File: src/rtl/dac_pkg.sv
// Shared definitions for the DAC SPI transmitter: frame geometry,
// config-bit positions and FSM state encoding.
package dac_pkg;
  localparam int DAC_DATA_W  = 12;
  localparam int DAC_FRAME_W = 16;

  // MCP4921 command nibble bit positions within the 16-bit frame
  localparam int CFG_AB_N_POS   = 15;
  localparam int CFG_BUF_POS    = 14;
  localparam int CFG_GA_N_POS   = 13;
  localparam int CFG_SHDN_N_POS = 12;

  typedef enum logic [1:0] {IDLE, SHIFT, CS_HOLD, LDAC} dac_state_t;

  // Assemble a write frame: command nibble above the 12-bit code
  function automatic logic [DAC_FRAME_W-1:0] build_frame(
    input logic [DAC_FRAME_W-DAC_DATA_W-1:0] cfg,
    input logic [DAC_DATA_W-1:0]             code
  );
    return {cfg, code};
  endfunction
endpackage

File: src/rtl/sclk_divider.sv
// SCLK generator: counts CLK_DIV clk cycles per half-period, holds a
// registered sclk level and flags the edge that will raise/lower it.
module sclk_divider #(
  parameter int CLK_DIV = 2
) (
  input  logic clk,
  input  logic rst,
  input  logic clr,
  input  logic en,
  output logic sclk,
  output logic rise_stb,
  output logic fall_stb
);
  localparam int CW = $clog2(CLK_DIV + 1);

  logic [CW-1:0] cnt;
  logic          wrap;

  // Strobes mark the cycle whose closing edge toggles sclk
  assign wrap     = en && (cnt == CW'(CLK_DIV - 1));
  assign rise_stb = wrap && !sclk;
  assign fall_stb = wrap &&  sclk;

  // Half-period counter and sclk level; clear parks sclk low
  always_ff @(posedge clk) begin
    if (rst || clr) begin
      cnt  <= '0;
      sclk <= 1'b0;
    end else if (en) begin
      if (wrap) begin
        cnt  <= '0;
        sclk <= ~sclk;
      end else begin
        cnt  <= cnt + 1'b1;
      end
    end
  end
endmodule

File: src/rtl/dac_spi_tx.sv
// Serialises 12-bit samples into 16-bit MCP4921 write frames (SPI mode 0,
// MSB first), then strobes LDAC_n so the DAC updates once per frame.
module dac_spi_tx
  import dac_pkg::*;
#(
  parameter int                                 CLK_DIV    = 2,
  parameter logic [DAC_FRAME_W-DAC_DATA_W-1:0]  CFG_BITS   = 4'b0011,
  parameter int                                 LDAC_WIDTH = 2
) (
  input  logic                  clk,
  input  logic                  rst,
  input  logic [DAC_DATA_W-1:0] sample_in,
  input  logic                  sample_valid,
  output logic                  sample_ready,
  output logic                  spi_sclk,
  output logic                  spi_mosi,
  output logic                  spi_cs_n,
  output logic                  dac_ldac_n,
  output logic                  busy
);
  localparam int HW = $clog2(CLK_DIV + 1);
  localparam int LW = $clog2(LDAC_WIDTH + 1);

  dac_state_t             state;
  logic [DAC_FRAME_W-1:0] frame_sr;
  logic [DAC_FRAME_W-1:0] frame_new;
  logic [3:0]             bit_cnt;
  logic                   last_bit;
  logic [HW-1:0]          hold_cnt;
  logic [LW-1:0]          ldac_cnt;
  logic                   div_en;
  logic                   rise_stb;
  logic                   fall_stb;
  logic                   handshake;

  assign frame_new = build_frame(CFG_BITS, sample_in);
  assign handshake = sample_valid && sample_ready;
  // Divider only runs while shifting; held cleared otherwise so every
  // frame starts with a full low half-period
  assign div_en    = (state == SHIFT);

  sclk_divider #(.CLK_DIV(CLK_DIV)) u_div (
    .clk      (clk),
    .rst      (rst),
    .clr      (!div_en),
    .en       (div_en),
    .sclk     (spi_sclk),
    .rise_stb (rise_stb),
    .fall_stb (fall_stb)
  );

  // Frame FSM: capture, shift on sclk falls, CS hold, LDAC pulse
  always_ff @(posedge clk) begin
    if (rst) begin
      state        <= IDLE;
      frame_sr     <= '0;
      bit_cnt      <= '0;
      last_bit     <= 1'b0;
      hold_cnt     <= '0;
      ldac_cnt     <= '0;
      spi_mosi     <= 1'b0;
      spi_cs_n     <= 1'b1;
      dac_ldac_n   <= 1'b1;
      busy         <= 1'b0;
      sample_ready <= 1'b0;
    end else begin
      case (state)
        IDLE: begin
          sample_ready <= 1'b1;
          if (handshake) begin
            frame_sr     <= frame_new;
            spi_mosi     <= frame_new[DAC_FRAME_W-1];
            spi_cs_n     <= 1'b0;
            busy         <= 1'b1;
            sample_ready <= 1'b0;
            bit_cnt      <= 4'd15;
            last_bit     <= 1'b0;
            state        <= SHIFT;
          end
        end
        SHIFT: begin
          // Rising edge consumes a bit; remember whether it was bit 0
          if (rise_stb) begin
            last_bit <= (bit_cnt == 4'd0);
            bit_cnt  <= bit_cnt - 1'b1;
          end
          // Falling edge starts the next bit, or closes the frame
          if (fall_stb) begin
            if (last_bit) begin
              spi_mosi <= 1'b0;
              hold_cnt <= HW'(CLK_DIV - 1);
              state    <= CS_HOLD;
            end else begin
              frame_sr <= frame_sr << 1;
              spi_mosi <= frame_sr[DAC_FRAME_W-2];
            end
          end
        end
        CS_HOLD: begin
          if (hold_cnt == '0) begin
            spi_cs_n   <= 1'b1;
            dac_ldac_n <= 1'b0;
            ldac_cnt   <= LW'(LDAC_WIDTH - 1);
            state      <= LDAC;
          end else begin
            hold_cnt <= hold_cnt - 1'b1;
          end
        end
        LDAC: begin
          if (ldac_cnt == '0) begin
            dac_ldac_n   <= 1'b1;
            busy         <= 1'b0;
            sample_ready <= 1'b1;
            state        <= IDLE;
          end else begin
            ldac_cnt <= ldac_cnt - 1'b1;
          end
        end
        default: state <= IDLE;
      endcase
    end
  end
endmodule

File: config.mk
export PLATFORM = sky130hd
export DESIGN_NAME = dac_spi_tx
export DESIGN_NICKNAME = d
export VERILOG_FILES = /design/src/rtl/dac_pkg.sv /design/src/rtl/sclk_divider.sv /design/src/rtl/dac_spi_tx.sv
export SDC_FILE = /design/constraint.sdc
export NUM_CORES = 1
export LEC_CHECK = 0
export CAP_MARGIN = 30
export CORE_ASPECT_RATIO = 1.2
export CORE_UTILIZATION = 50
export CTS_CLUSTER_SIZE = 16
export DETAILED_ROUTE_END_ITERATION = 7
export PLACE_DENSITY_LB_ADDON = 0.1
export REMOVE_ABC_BUFFERS = 1
export SLEW_MARGIN = 10
export SYNTH_ARGS = -nofsm -noshare
export SYNTH_HDL_FRONTEND = slang
export SYNTH_SLANG_ARGS = --single-unit
File: constraint.sdc
create_clock -name clk -period 1.7 [get_ports clk]
set_clock_uncertainty 0.15 [all_clocks]
set_input_delay 0.34 -clock clk [delete_from_list [all_inputs] [get_ports clk]]
set_output_delay 0.34 -clock clk [all_outputs]
set_load 0.005 [all_outputs]
==> run summary <==
The aggregate routed wire length came out at 5100 microns. The maximum buffer depth of the clock tree came out at 2. The number of DRC violations after detailed-routing iteration 0 is 84.

The synthesized-area fraction occupied by and/or/nand/nor cells came out at 0.193. The Yosys step of the flow raised 0 warnings. The number of inserted filler cells in the final layout is 256. Of the total synthesized cell area, the portion taken by XOR and XNOR cells is 0. The maximum level of the CTS H-tree is 2. The critical path start-end classification is register to register. The share of post-route cells with drive strength above 1 is 0.343.

The worst hold path begins at frame_sr[1]. The number of antenna violations at the first check in global routing came to 0. The area of the mapped netlist is 1930 sq um. In the routed design, unresolved DRC markers number 0. In this run the remaining antenna-violating nets after routing total 0. The number of flip-flops and latches in the synthesized netlist came out at 34. The core area is 3660 sq um.

Yosys attributes the largest share of cell area to sky130_fd_sc_hd__dfxtp_1 (35%), sky130_fd_sc_hd__mux2i_1 (7.3%), sky130_fd_sc_hd__mux2_2 (6.4%). The endpoint required time on the critical path came out at 1740 ps. The data arrival time of the worst path came out at 1850 ps. In this run the vertical extent of the chip is 70.0 microns. For this design the static power due to leakage is 1.17 nW. The max capacitance violation total came out at 0. The clock-pin slew of the registers on the worst-case setup and hold paths came out at 80 ps. The share of synthesized registers carrying an async set or reset is 0. The multiplexer share of the synthesized area is 0.149.

The relative area change from synthesis to final layout is 43.0%. The register area came out at 694 sq um. The smallest clock period supported by the final layout is computed as 1810 ps. The main combinational cell family by area after synthesis is compound AO/OA/AOI/OAI gates. The share of the Yosys chip area taken by registers is 0.353. The count of pins on the block boundary came out at 21.

The share of the clock period used by the worst path is 1.06. The flow ran to the end, but the final reports show violations. STA classifies the critical path endpoint as a register. The routability congestion estimate from global placement came out at 0.869.

The number of setup violations in the final report came out at 2. The count of input and output buffers came out at 20. The pin slew with the least headroom to its limit is 401 ps. The largest fanout of any net on the critical path is 3. The initial core utilization came out at 0.526.

The fraction of the mapped netlist area in adder cells is 0.0519. TritonCTS built the clock tree. The synthesized design spends more area on one cell type than any other, namely sky130_fd_sc_hd__dfxtp_1. The cell sitting at the root of the clock tree is a sky130_fd_sc_hd__clkbuf_8.

The number of pins exceeding their max-slew limit in the final report was 0. The power density over cell area came out at 1640 nW/um^2. The number of buffers added to fix hold violations after cts came out at 0. Counting every instance in the synthesized netlist gives 214. The count of inserted antenna diode cells is 0. The unique cell type count in the Yosys netlist is 54. Entering global routing, the biggest net connects 23 pins. The total global-route track usage came out at 0.256. In this run the critical register-to-register path is launched from state[0]. The achievable frequency is 554 MHz. The compound-cell area share of the yosys netlist was 0.194. The count of vias placed by the detailed router is 1792.

The floorplan row count is 24. The path class of the tightest hold or removal check is register to register. The post-layout worst setup margin came out at -106 ps. The detailed-route wire length per cell came out at 15.8 microns. The share of synthesized area in the top cell type comes to 0.353.

The total overflow left after global routing is 0. The final reports fail on setup timing. In this run, CTS created clock tree buffers numbering 5. The placed wire-length estimate is 3210 microns. The final hold violation count came to 0.

Measured on the finished design, the core utilization comes to 0.753. The worst hold margin came out at 314 ps. Setup repair after global routing could not meet its margin everywhere. The multi-input combinational cell area is 1250 sq um.

The worst setup path is launched from a register. The synthesized design contains 0 enable-type register cells. The first-pass GRT wire length came out at 7930 microns. The library cell used most frequently in the layout, excluding fill and tap cells, is sky130_fd_sc_hd__buf_4. The average vias per placed instance came out at 5.55. The die covers 4110 sq um. In the layout the commonest cells are sky130_fd_sc_hd__buf_4 (33), sky130_fd_sc_hd__nand2_1 (31), sky130_fd_sc_hd__dfxtp_1 (29). For this run, the leading register cell type out of synthesis is sky130_fd_sc_hd__dfxtp_1.

In this run the worst setup path begins at state[0]. The iteration count of the initial detailed-routing pass came out at 4. The relative slew slack is 0.729. The number of sinks on the clock net is 34. The number of nets in the finished design came out at 293. Dividing the synthesized area by the synthesized cell count gives 9.01 sq um. The via count of the first global-routing pass came out at 1738.

The floorplan step set the die width to 58.7 microns. For the worst-skew pair, the clock arrives at the later sink with an insertion delay of 300 ps. The maximum ir drop on the vdd rail is 0.00133 V.
-- flip-flops by register name, summed over array words and instances, names as in the netlist --
signal        cells
bit_cnt           4
u_div.sclk        1
spi_mosi          1
dac_ldac_n        1
u_div.cnt         2
spi_cs_n          1
last_bit          1
busy              1
sample_ready      1
frame_sr         15
ldac_cnt          2
hold_cnt          2
state             2
-- worst paths after layout --
check | to | slack [ps] | cells past startpoint
setup reg to reg | state[1] | -110 | 6
hold reg to reg | frame_sr[1] | 310 | 2
setup / recovery | state[1] | -110 | 6
hold / removal | frame_sr[1] | 310 | 2
-- cells in the mapped netlist, drive strengths merged, types with 2 or more instances --
master / instances
inv: 14
and4bb: 2
o22ai: 4
mux2i: 14
clkbuf: 6
ha: 8
dfxtp: 34
nand2: 32
a21oi: 13
nor2: 6
o21ai: 7
and3: 2
mux2: 13
buf: 6
nand2b: 5
a211oi: 2
a21boi: 3
nor3: 4
nor2b: 5
or3: 2
a31oi: 3
-- timing repair --
action                     in CTS  in global routing
setup buffers                   1                 12
cloned                          0                  1
setup endpoints to repair      27                 26
pin swaps                       1                  7
resized for setup              17                 26
-- stage by stage --
stage	power [mW]	setup slack [ps]	instance area, sq um	TNS (ps)	instances
floorplan	2.28	-714	1870	-10820	202
global placement	2.93	-194	2350	-3000	301
detailed placement	3.01	-306	2350	-4050	301
CTS	4.05	-39.6	2550	-55.1	310
global route	4.76	-121	2760	-534	323
finish	4.51	-106	2760	-133	323
-- cell type report --
cell class,instances,share of cell area
clock buffers,5,0.0250
clock inverters,3,0.0250
inverters,15,0.0236
multi-input cells,153,0.455
flip-flops and latches,34,0.252
well taps,52,0.0236
repair buffers,61,0.196
-- critical path: stages, from the launching register on --
cell,delay [ps]
sky130_fd_sc_hd__dfxtp_4,380
sky130_fd_sc_hd__inv_4,50
sky130_fd_sc_hd__buf_6,110
sky130_fd_sc_hd__ha_4,150
sky130_fd_sc_hd__nor2b_4,140
sky130_fd_sc_hd__a2111oi_4,410
sky130_fd_sc_hd__mux2i_1,320
-- logic make-up after synthesis --
group                    count (synthesis)
AO/OA/AOI/OAI                           50
flip-flops                              34
multiplexers                            27
adder cells (fa/ha/maj)                  8
buffers and inverters                   27
AND/OR/NAND/NOR                         68
-- report_power, final --
part           switching (mW)  internal (mW)
logic                    1.07           1.32
registers               0.170           1.03
clock network           0.337          0.588
total                    1.58           2.93
-- layer usage --
layer	GRT usage	up-vias	wire length, microns
met1	0.275	855	1920
met5	0	-	0
met2	0.460	47	2840
met4	0.132	0	180
met3	0.0519	19	166
li1	-	871	-
Note: power is estimated with default switching activity, not from simulation.
